===== src/rtl/unified_mem_arbiter_pkg.sv =====
// Shared types and default sizes for the unified instruction/data memory arbiter.
package unified_mem_arbiter_pkg;

  localparam int DEF_ADDR_W     = 10;
  localparam int DEF_DATA_W     = 32;
  localparam int DEF_RD_LAT     = 1;
  localparam int DEF_STARVE_MAX = 4;

  // Sequencer states: one access in flight at most.
  typedef enum logic [1:0] {
    ST_IDLE  = 2'd0,
    ST_ISSUE = 2'd1,
    ST_WAIT  = 2'd2
  } arb_state_e;

  // Which requester owns the access currently in flight.
  typedef enum logic {
    OWN_IF = 1'b0,
    OWN_D  = 1'b1
  } owner_e;

endpackage


===== src/rtl/unified_mem_arbiter_starve_ctr.sv =====
// Saturating count of arbitrations fetch has lost while it was requesting.
// Once it saturates, force_if hands the next arbitration to fetch.
module unified_mem_arbiter_starve_ctr
  import unified_mem_arbiter_pkg::*;
#(
  parameter int STARVE_MAX = DEF_STARVE_MAX
) (
  input  logic clk,
  input  logic rst,
  input  logic arb_idle,
  input  logic if_req,
  input  logic d_win,
  output logic force_if
);

  localparam int CNT_W = $clog2(STARVE_MAX + 1);
  localparam logic [CNT_W-1:0] CNT_MAX = CNT_W'(STARVE_MAX);

  logic [CNT_W-1:0] cnt_q, cnt_d;

  assign force_if = (cnt_q == CNT_MAX);

  // Only arbitration cycles (IDLE) move the counter: a fetch win or an idle fetch clears it.
  always_comb begin
    cnt_d = cnt_q;
    if (arb_idle) begin
      if (!if_req) begin
        cnt_d = '0;
      end else if (d_win) begin
        if (cnt_q != CNT_MAX) cnt_d = cnt_q + CNT_W'(1);
      end else begin
        cnt_d = '0;
      end
    end
  end

  // Counter register, synchronous active-low reset.
  always_ff @(posedge clk) begin
    if (!rst) cnt_q <= '0;
    else      cnt_q <= cnt_d;
  end

endmodule


===== src/rtl/unified_mem_arbiter.sv =====
// Shares one single-port synchronous RAM between instruction fetch and the
// load/store path. Data normally wins; the starvation counter guarantees fetch
// progress. One access is in flight at a time; stall freezes the core meanwhile.
module unified_mem_arbiter
  import unified_mem_arbiter_pkg::*;
#(
  parameter int ADDR_W     = DEF_ADDR_W,
  parameter int DATA_W     = DEF_DATA_W,
  parameter int RD_LAT     = DEF_RD_LAT,
  parameter int STARVE_MAX = DEF_STARVE_MAX
) (
  input  logic              clk,
  input  logic              rst,
  input  logic              if_req,
  input  logic [ADDR_W-1:0] if_addr,
  output logic              if_gnt,
  output logic              if_rvalid,
  output logic [DATA_W-1:0] if_rdata,
  input  logic              d_req,
  input  logic              d_we,
  input  logic [ADDR_W-1:0] d_addr,
  input  logic [DATA_W-1:0] d_wdata,
  output logic              d_gnt,
  output logic              d_rvalid,
  output logic [DATA_W-1:0] d_rdata,
  output logic              mem_en,
  output logic              mem_we,
  output logic [ADDR_W-1:0] mem_addr,
  output logic [DATA_W-1:0] mem_wdata,
  input  logic [DATA_W-1:0] mem_rdata,
  output logic              stall
);

  localparam int WAIT_W = $clog2(RD_LAT + 1);

  arb_state_e        state_q, state_d;
  owner_e            owner_q, owner_d;
  logic [WAIT_W-1:0] wait_cnt_q, wait_cnt_d;
  logic              mem_en_q, mem_en_d;
  logic              mem_we_q, mem_we_d;
  logic [ADDR_W-1:0] mem_addr_q, mem_addr_d;
  logic [DATA_W-1:0] mem_wdata_q, mem_wdata_d;

  logic force_if, if_win, d_win;
  logic rv_last, done, other_req;

  // Fetch wins when alone or when it has been starved long enough.
  assign if_win = if_req && (!d_req || force_if);
  assign d_win  = d_req && !if_win;

  unified_mem_arbiter_starve_ctr #(
    .STARVE_MAX(STARVE_MAX)
  ) u_starve (
    .clk      (clk),
    .rst      (rst),
    .arb_idle (state_q == ST_IDLE),
    .if_req   (if_req),
    .d_win    (d_win),
    .force_if (force_if)
  );

  // Next-state and registered memory command for the access sequencer.
  // NOTE: every output of this block gets a default first so no latch is inferred.
  always_comb begin
    state_d     = state_q;
    owner_d     = owner_q;
    wait_cnt_d  = wait_cnt_q;
    mem_en_d    = 1'b0;
    mem_we_d    = 1'b0;
    mem_addr_d  = mem_addr_q;
    mem_wdata_d = mem_wdata_q;
    unique case (state_q)
      ST_IDLE: begin
        if (if_req || d_req) begin
          state_d  = ST_ISSUE;
          mem_en_d = 1'b1;
          if (if_win) begin
            owner_d    = OWN_IF;
            mem_addr_d = if_addr;
          end else begin
            owner_d     = OWN_D;
            mem_we_d    = d_we;
            mem_addr_d  = d_addr;
            mem_wdata_d = d_wdata;
          end
        end
      end
      ST_ISSUE: begin
        if (mem_we_q) begin
          state_d = ST_IDLE;
        end else begin
          state_d    = ST_WAIT;
          wait_cnt_d = WAIT_W'(RD_LAT);
        end
      end
      ST_WAIT: begin
        if (wait_cnt_q == WAIT_W'(1)) state_d = ST_IDLE;
        else                          wait_cnt_d = wait_cnt_q - WAIT_W'(1);
      end
      default: state_d = ST_IDLE;
    endcase
  end

  // State, owner and command registers; reset abandons any access in flight.
  // NOTE: sequential state uses non-blocking assignments so every flop samples pre-edge values.
  always_ff @(posedge clk) begin
    if (!rst) begin
      state_q     <= ST_IDLE;
      owner_q     <= OWN_IF;
      wait_cnt_q  <= '0;
      mem_en_q    <= 1'b0;
      mem_we_q    <= 1'b0;
      mem_addr_q  <= '0;
      mem_wdata_q <= '0;
    end else begin
      state_q     <= state_d;
      owner_q     <= owner_d;
      wait_cnt_q  <= wait_cnt_d;
      mem_en_q    <= mem_en_d;
      mem_we_q    <= mem_we_d;
      mem_addr_q  <= mem_addr_d;
      mem_wdata_q <= mem_wdata_d;
    end
  end

  assign mem_en    = mem_en_q;
  assign mem_we    = mem_we_q;
  assign mem_addr  = mem_addr_q;
  assign mem_wdata = mem_wdata_q;

  assign if_gnt    = (state_q == ST_ISSUE) && (owner_q == OWN_IF);
  assign d_gnt     = (state_q == ST_ISSUE) && (owner_q == OWN_D);
  assign rv_last   = (state_q == ST_WAIT) && (wait_cnt_q == WAIT_W'(1));
  assign if_rvalid = rv_last && (owner_q == OWN_IF);
  assign d_rvalid  = rv_last && (owner_q == OWN_D);
  assign if_rdata  = mem_rdata;
  assign d_rdata   = mem_rdata;

  // The completing cycle releases the core unless the other requester is still waiting;
  // the owner's own request line is either the held store request or a new one it may
  // present as soon as its data arrives, so it does not keep the stall up.
  assign done      = rv_last || ((state_q == ST_ISSUE) && mem_we_q);
  assign other_req = (owner_q == OWN_IF) ? d_req : if_req;
  assign stall     = ((state_q != ST_IDLE) || if_req || d_req) && !(done && !other_req);

endmodule

===== config.mk =====
export PLATFORM = sky130hd
export DESIGN_NAME = unified_mem_arbiter
export DESIGN_NICKNAME = d
export VERILOG_FILES = /design/src/rtl/unified_mem_arbiter_pkg.sv /design/src/rtl/unified_mem_arbiter_starve_ctr.sv /design/src/rtl/unified_mem_arbiter.sv
export SDC_FILE = /design/constraint.sdc
export NUM_CORES = 1
export LEC_CHECK = 0
export CORE_ASPECT_RATIO = 0.7
export CORE_MARGIN = 2
export CORE_UTILIZATION = 32
export CTS_BUF_LIST = sky130_fd_sc_hd__clkbuf_8
export DETAILED_ROUTE_END_ITERATION = 8
export GPL_TIMING_DRIVEN = 1
export PLACE_DENSITY_LB_ADDON = 0.15
export SLEW_MARGIN = 0
export SYNTH_ARGS = -nofsm -noshare
export SYNTH_HDL_FRONTEND = slang
export SYNTH_SLANG_ARGS = --single-unit

===== constraint.sdc =====
create_clock -name clk -period 1.4 [get_ports clk]
set_input_delay 0.28 -clock clk [delete_from_list [all_inputs] [get_ports clk]]
set_output_delay 0.28 -clock clk [all_outputs]
set_load 0.005 [all_outputs]

### Word-level counts from Yosys, hierarchy flattened

Index checks and enable logic that the tools add are counted.

* add/sub/neg operators: 2
* equality and inequality tests: 8
* reductions and logical operators: 29
* mux-type cells: 14
* bitwise operators: 5

Operators with widths (count)
* 1-bit logical AND: 10
* 10-bit two-way mux: 1
* 2-bit AND reduction: 5
* 3-bit two-way mux: 3
* 2-bit two-way mux: 3
* 2-bit != test (second input constant): 3
* 2-bit one-hot mux with 3 select lines: 1
* 1-bit logical OR: 5
* 1-bit two-way mux: 5
* 1-bit NOT: 5
* 1-bit logical NOT: 4
* 2-bit nonzero test: 2
* 4-bit OR reduction: 1
* 3-bit by 1-bit adder with 3-bit output (second input constant): 1
* 3-bit equality test (second input constant): 1
* 3-bit by 2-bit != test with 1-bit output (second input constant): 1
* 3-bit != test (second input constant): 1
* 3-bit AND reduction: 1
* 2-bit by 1-bit equality test with 1-bit output (second input constant): 1
* 2-bit equality test (second input constant): 1
* 2-bit logical NOT: 1
* 1-bit one-hot mux with 2 select lines: 1
* 1-bit subtractor (second input constant): 1

* register bits after elaboration: 51
* output and inout port bits: 113
* logic and storage cells: 66
* input bits: 89

### Depth between registers and ports, before layout

Gate-level depths: netlist of run 1.

* depth in word-level cells: 7
* gate-level depth with buffers: 8
* mapped depth without buffers: 5

### Cells and area by module

From an unflattened synthesis of run 1, not the netlist that was laid out.

* cells, all modules: 326
* area total of the unflattened synthesis: 2667.6 µm²

Modules (own cells, without submodules)
* unified_mem_arbiter: area each 2494.9 µm², seq. area each 960.9 µm², times used 1, cells each 304
* unified_mem_arbiter_starve_ctr: area each 172.7 µm², seq. area each 60.1 µm², times used 1, cells each 22

### Worst setup path after synthesis of run 1

No wires, ideal clock.

* path type: flip-flop to flip-flop
* from: register state_q[0]
* to: register state_q[1]
* period minus slack after synthesis: 1431 ps
* data arrival time: 1299 ps
* buffers on the path: 1
* setup time: 132 ps
* data required time: 1268 ps
* slack: -31 ps
* cell stages (with the launch flop): 7
* cell sequence: dfxtp_1 -> inv_1 -> ha_1 -> buf_2 -> or3b_2 -> nand4b_1 -> a21oi_1

* cells in the longest elaborated chain, start to end: 3
* elaborated cells between the ends (all ways): 7
* classes of those cells: eq/ne: 4; mux: 1; reduce/logical: 2

Ends and longest elaborated chain
* start, declared: RTL line unified_mem_arbiter.sv:36 `arb_state_e state_q, state_d;`
* start signal, assigned: RTL line unified_mem_arbiter.sv:116 `state_q <= state_d;`
* 2-bit equality test / 2-bit logical NOT (equally long branches): RTL line unified_mem_arbiter.sv:72 `unique case (state_q)`
* 2-bit != test (no line)
* 2-bit AND reduction (no line)

Several ways; a longest one is shown, not always the timed one.
A chain may end at the register's enable or synchronous reset.

### Worst setup path after layout of run 1

* from: register state_q[0]
* to: output stall

* cells in the longest elaborated chain, start to end: 6
* elaborated cells between the ends (all ways): 11
* classes of those cells: eq/ne: 2; reduce/logical: 9

Ends and longest elaborated chain
* 2-bit equality test / 2-bit by 1-bit equality test with 1-bit output (equally long branches): RTL line unified_mem_arbiter.sv:133, unified_mem_arbiter.sv:142
* 1-bit logical AND, on equally long branches: RTL line unified_mem_arbiter.sv:133, unified_mem_arbiter.sv:142
* 1-bit logical OR: RTL line unified_mem_arbiter.sv:142 `assign done = rv_last || ((state_q == ST_ISSUE) && mem_we_q);`
* 1-bit logical AND: RTL line unified_mem_arbiter.sv:144 `assign stall = ((state_q != ST_IDLE) || if_req || d_req) && !(done && !other_req);`
* 1-bit logical NOT: RTL line unified_mem_arbiter.sv:144
* 1-bit logical AND *: RTL line unified_mem_arbiter.sv:144
* end, declared: RTL line unified_mem_arbiter.sv:31 `output logic stall`

Every way passes the cells marked *; elsewhere a longest branch is shown, timed or not.

==> summary.md, run 1 <==
| Metric | Value |
|---|---|
| Run status | finished with violations |
| Failing checks | setup timing |
| Post-Syn Area | between 2000 and 3000 µm² |
| Final min period | around 1700 ps |
| Combined area of the multi-input logic cells | 1340 µm² |
| Worst-skew pair later-pin latency | roughly 320 ps |
| Filler cells | ~750 |
| Number of synthesized flops with an enable pin | 0 |
| Measured slew at the worst slew-check pin | 289 ps |
| Post-route DRC | 0 |
| Storage cell area | 1060 µm² |
| Post-DP HPWL | 5270 µm |
| Peak VDD IR | 0.000573 V |
| Wirelength per Cell | between 15 and 20 µm |
| Kind of end point of the critical path | primary output |
| YS warnings | 0 |
| DRT Pass-1 Iters | 4 |
| Std-Cell Rows | 27 |
| Number of global-route vias before repair | about 2500 |
| Pwr dens | 1180 nW/µm² |
| Fin. Hold Viols | 0 |
| Sequential area share after synthesis | a little under two fifths |
| Synth Flop Type | dfxtp_1 |
| Clock transition at path regs | 90 ps |
| HP Class | register to register |
| RSZ-0062 raised after global routing | true |
| Placeable Area | ~8000 µm² |
| Max-slew violation count | 0 |
| Final Power | ~5000 µW |
| IO Count | just over 200 |
| Routed WL | 8470 µm |
| CTS buffer count | 5 |
| Clock Skew | between 15 and 20 ps |
| Post-synth cell types | 31 |
| Final Util | a little over half |
| First-pass GRT wire length | 12900 µm |
| Hold_buf cts | 0 |
| H-Tree Depth | 2 |
| CTS tree | done |
| Max_slew headroom | between 80% and 90% |
| Die span in x | around 110 µm |
| Grt ovf | 0 |
| Worst R2R End | mem_wdata[9] |
| Setup violators final | 52 |
| Hold_sp | mem_wdata[8] |
| # diodes | 0 |
| Critical R2R Launch | state_q[1] |
| Critical path class | register to primary output |
| P_leak | ~0.0018 µW |
| Largest net degree at the start of global routing | 24 |
| CP Max Fanout | 3 |
| Req. time, crit path | around 1100 ps |
| Crit path launch type | register |
| CP Capture Point | stall |
| CP arrival | approximately 1500 ps |
| Final setup margin | -343 ps |
| Layout cells sized above 1 | a little under two fifths |
| Final GP Congestion | 0.823 |
| Most frequent cells in the layout | clkdlybuf4s50_1, dlygate4sd2_1, a21oi_1, dfxtp_2, o21ai_1 |
| Total GRT Usage | between 10% and 20% |
| Area growth, synth to finish | 58.3% |
| Asr flop ratio synth | 0% |
| Initial antenna violation count | 0 |
| Die H | 80.6 µm |
| DRT iter0 DRCs | approximately 150 |
| DR vias/cell | approximately 5.0 |
| Number of max-cap violations | 0 |
| Most common cell after layout, fill and taps aside | clkdlybuf4s50_1 |
| Vias | approximately 2500 |
| Worst reg2reg path depth | 9 |
| Initial Util | approximately 33% |
| Clock sinks | between 50 and 60 |
| Port Buffers | roughly 110 |
| Syn Area/Cell | 8.05 µm² |
| Worst Setup SP | state_q[0] |
| Peak Freq | 574 MHz |
| Flops & latches, synth | slightly above 50 |
| Final worst path period share | 125% |
| Antenna viol nets, final | 0 |
| Clock tree buffer depth | 2 |
| Syn nets | around 430 |
| Slack of the worst reg-to-reg path | -240 ps |
| WHS | roughly 460 ps |
| Syn Inst Count | 333 |
| Root Driver | clkbuf_8 |
| Fin nets | 501 |
| Die area | 9130 µm² |
-- through the flow --
stage | setup WS [ps] | cells | setup TNS [ps] | area [µm²]
after floorplan | 5.74 | 333 | 0 | 2680
after global placement | -512 | 477 | -17360 | 3480
after detailed placement | -507 | 477 | -19120 | 3480
after CTS | -314 | 502 | -6240 | 4030
after global routing | -446 | 508 | -10710 | 4240
final | -343 | 508 | -7470 | 4240
-- routing by layer --
layer	GRT usage (%)	wire (µm)
met5	0	0
met3	5.21	639
met1	25.2	4230
met2	26.9	3520
met4	4.88	73
-- layout make-up --
type / count / share of cell area [%]
Clock inverter: 3 / 1.50
Inverter: 8 / 0.826
Sequential cell: 51 / 25.0
Timing Repair Buffer: 154 / 36.5
Tap cell: 101 / 2.98
Clock buffer: 5 / 1.62
Multi-Input combinational cell: 186 / 31.6
-- flip-flops by register name (all words and copies together), names as in the netlist --
register	cells
mem_addr	10
wait_cnt_q	1
mem_we	1
owner_q	1
mem_en	1
u_starve.cnt_q	3
state_q	2
mem_wdata	32
-- worst min path at each step --
stage | to | slack (ps) | cells after the start
floorplan | mem_addr[0] | 420 | 2
global placement | mem_wdata[29] | 460 | 2
detailed placement | mem_wdata[8] | 470 | 2
CTS | mem_wdata[8] | 480 | 2
global route | mem_wdata[19] | 480 | 2
finish | mem_wdata[8] | 460 | 2
-- Yosys cell counts, drive strengths merged (2+ instances only) --
library cell,n,area [µm²]
and3,2,12.5
and2,2,12.5
dfxtp,51,1020
clkbuf,8,31.3
a21oi,48,240
a31oi,10,62.6
nand2,4,15.0
o21ai,55,275
nand3,35,175
a22oi,2,15.0
nor2b,2,12.5
inv,8,30.0
ha,6,75.1
nor3,3,15.0
nor2,4,15.0
buf,81,574
nor3b,2,15.0
-- logic make-up (layout without fill, tap and decap cells) --
group,Yosys count,after routing,share of synthesized area [%]
flops,51,51,38.1
buf+inv,97,170,23.7
mux,1,1,0.373
fa+ha+maj,6,6,2.80
xor+xnor,2,2,0.654
simple gates,57,57,11.1
compound gates,119,120,23.3
-- worst max-delay path, cell delays in order, from the launching register on --
cell and delay, ps:
dfxtp_4 380, inv_4 40, ha_4 150, a22oi_2 190, o22ai_1 90, a21oi_1 140, buf_2 150
-- power by group --
group / internal, µW / switching (µW) / total, µW
logic: 1160 / 854 / 2010
registers: 1670 / 122 / 1790
clock network: 708 / 514 / 1220
-- what timing repair did --
action | in CTS | in global routing
pin swaps | 16 | 16
setup endpoints to repair | 95 | 54
gates resized for setup | 168 | 54
cloned | 7 | 3
buffers inserted | 10 | 3
Note: power is estimated with default switching activity, not from simulation.
==> inputs of run 2 (changes only) <==
--- a/config.mk
+++ b/config.mk
@@ -11,7 +11,7 @@
 export CTS_BUF_LIST = sky130_fd_sc_hd__clkbuf_8
 export DETAILED_ROUTE_END_ITERATION = 8
 export GPL_TIMING_DRIVEN = 1
-export PLACE_DENSITY_LB_ADDON = 0.15
+export PLACE_DENSITY = 0.8
 export SLEW_MARGIN = 0
 export SYNTH_ARGS = -nofsm -noshare
 export SYNTH_HDL_FRONTEND = slang
==> run 2 against run 1 <==
The flow still finishes with violations (setup timing); via count grew 7.1%; routed wire length grew 15%; sequential power grew 2%; final cell count grew 0.98%; clock power shrank 30%; sequential share of layout area shrank 2.7 points; global-route usage grew 2.2 points; critical path depth is the same; die area is the same; combinational power grew 23%; power grew 2.5%; hold slack is essentially flat; largest power group unchanged.
==> summary.md, run 2 (same netlist as run 1, synthesis figures left out) <==
| Metric | Value |
|---|---|
| Run status | finished with violations |
| Failing checks | setup timing |
| Max-slew violation count | 0 (unchanged) |
| Grt ovf | 0 (unchanged) |
| Clock transition at path regs | 110 ps (+20 ps) |
| Worst reg2reg path depth | 9 (unchanged) |
| CP arrival | 1540 ps (+80 ps) |
| Initial antenna violation count | 0 (unchanged) |
| Comb power frac | 47.9% (+7.9 points) |
| Layout cells sized above 1 | 57.3% (+20 points) |
| Final min period | 1820 ps (+73.2 ps) |
| DR vias/cell | 5.32 (+6.0%) |
| Initial Util | 33.5% (unchanged) |
| Peak VDD IR | 0.000556 V (-2.9%) |
| Crit path launch type | register |
| Clock Skew | 15.5 ps (-1.23 ps) |
| IO Count | 202 (unchanged) |
| P_leak | 0.00186 µW (+5.2%) |
| Clock tree buffer depth | 2 (unchanged) |
| Placeable Area | 8010 µm² (unchanged) |
| Req. time, crit path | 1120 ps (about the same) |
| WP depth | 6 (unchanged) |
| Number of max-cap violations | 0 (unchanged) |
| Fin. Hold Viols | 0 (unchanged) |
| Most frequent cells in the layout | clkdlybuf4s50_1, dlygate4sd2_1, a21oi_2, nand3_2, dfxtp_2 |
| H-Tree Depth | 2 (unchanged) |
| Vias | 2729 (+7.1%) |
| Largest net degree at the start of global routing | 28 (+17%) |
| Wirelength per Cell | 19.0 µm (+14%) |
| Root Driver | clkbuf_8 |
| DRT iter0 DRCs | 147 (-3.9%) |
| RSZ-0062 raised after global routing | true |
| Post-DP HPWL | 5170 µm (-1.9%) |
| Port Buffers | 105 (unchanged) |
| Psw | 1780 µW (+19%) |
| Final setup margin | -416 ps (-73.2 ps) |
| Seq pwr share | 35.5% (-0.2 points) |
| Number of global-route vias before repair | 2745 (+11%) |
| Peak Freq | 551 MHz (-4.0%) |
| Switching part of the total | 34.5% (+4.9 points) |
| CP Max Fanout | 2 (-1) |
| Antenna viol nets, final | 0 (unchanged) |
| Crit-path max cell delay | 350 ps (-30 ps) |
| Setup violators final | 51 (-1.9%) |
| Top delay family on crit path | compound AO/OA/AOI/OAI gates |
| First-pass GRT wire length | 14500 µm (+12%) |
| Pwr dens | 1080 nW/µm² (-8.8%) |
| Cell internal pwr | 3370 µW (-4.6%) |
| Crit-path cells | buf_6, ha_4, a22oi_2, o22ai_1, a21oi_1, buf_2 |
| Post-route DRC | 0 (unchanged) |
| Area growth, synth to finish | 78.0% |
| Max_slew headroom | 69.5% (-11 points) |
| Fin nets | 506 (+1.0%) |
| Clock sinks | 51 (unchanged) |
| Measured slew at the worst slew-check pin | 458 ps (+169 ps) |
| CTS buffer count | 5 (unchanged) |
| Die H | 80.6 µm (unchanged) |
| Final Util | 59.6% (+6.6 points) |
| Final worst path period share | 130% (+5.2 points) |
| Worst-skew pair later-pin latency | 310 ps (about the same) |
| Layout Cells excl Fill | 513 (+0.98%) |
| Crit-path slowest cell | dfxtp_2 |
| CP bufs+invs | 2 (unchanged) |
| Kind of end point of the critical path | primary output |
| Routed WL | 9750 µm (+15%) |
| HP Class | register to register |
| WHS Path Cells | 2 (unchanged) |
| Die area | 9130 µm² (unchanged) |
| Most common cell after layout, fill and taps aside | clkdlybuf4s50_1 |
| # diodes | 0 (unchanged) |
| Critical path class | register to primary output |
| Total GRT Usage | 20.2% (+2.2 points) |
| Final GP Congestion | 0.783 (-4.8%) |
| Std-Cell Rows | 27 (unchanged) |
| Max reg flops | 32 (unchanged) |
| Placed cell count | 476 (-0.21%) |
| Die span in x | 113 µm (unchanged) |
| Hold_buf cts | 0 (unchanged) |
| Clock power share | 16.6% (-7.7 points) |
| DRT Pass-1 Iters | 4 (unchanged) |
| CTS tree | done |
==> run 2: layout make-up <==
| type | instances | area [µm²] |
|---|---|---|
| clock buffer | 5 | 68.8 |
| sequential | 51 | 1060 |
| multi-input combinational | 185 | 1800 |
| tap | 101 | 126 |
| fill | 646 | 3240 |
| timing repair buffer | 160 | 1670 |
| clock inverter | 3 | 15.0 |
| inverter | 8 | 32.5 |
==> run 2: worst register-to-register path: stages (launching register included) <==
cell and delay (ps):
dfxtp_4 390, inv_4 50, buf_6 110, ha_4 150, buf_6 130, and2_4 180, buf_6 120, buf_8 130
a22oi_1 190, nor2_1 60
==> run 2: power by group through the flow <==
| stage | Combinational (µW) | Clock [µW] | Sequential [µW] |
|---|---|---|---|
| 3_3_place_gp | 1380 | 0 | 1770 |
| 6_report | 2470 | 853 | 1830 |
| 3_5_place_dp | 1410 | 0 | 1780 |
| 4_1_cts | 2180 | 872 | 1790 |
| 2_1_floorplan | 750 | 0 | 1790 |
| 5_1_grt | 2610 | 929 | 1850 |
==> run 2: metal layers <==
| metal | share of wire (%) | global-route usage [%] | wire [µm] |
|---|---|---|---|
| met4 | 0.75 | 5.37 | 73 |
| met5 | 0 | 0 | 0 |
| met2 | 47 | 34.6 | 4610 |
| met3 | 7.3 | 6.19 | 711 |
| met1 | 45 | 24.7 | 4350 |
==> run 2: what timing repair did <==
action                                  CTS  global route
pin swaps                                25            40
resized for setup                       241           105
setup buffers                            19             7
gates cloned                              9             0
endpoints found under the setup margin   95            55
==> run 2: path summary, 6_finish.rpt <==
| check | from | slack [ps] | end |
|---|---|---|---|
| min | mem_wdata[31] | 460 | mem_wdata[31] |
| min reg2reg | mem_wdata[31] | 460 | mem_wdata[31] |
| max | state_q[1] | -420 | stall |
| max reg2reg | state_q[0] | -200 | owner_q |
==> run 2: through the flow <==
step | power [µW] | setup TNS (ps) | setup slack, ps | hold WS [ps] | cell area, µm²
5_1_grt | 5390 | -8300 | -504 | 479 | 4770
6_report | 5150 | -6310 | -416 | 463 | 4770
3_5_place_dp | 3190 | -20020 | -552 | 469 | 3490
3_3_place_gp | 3150 | -18270 | -495 | 459 | 3490
4_1_cts | 4840 | -5150 | -361 | 470 | 4320
2_1_floorplan | 2540 | 0 | 5.74 | 418 | 2680
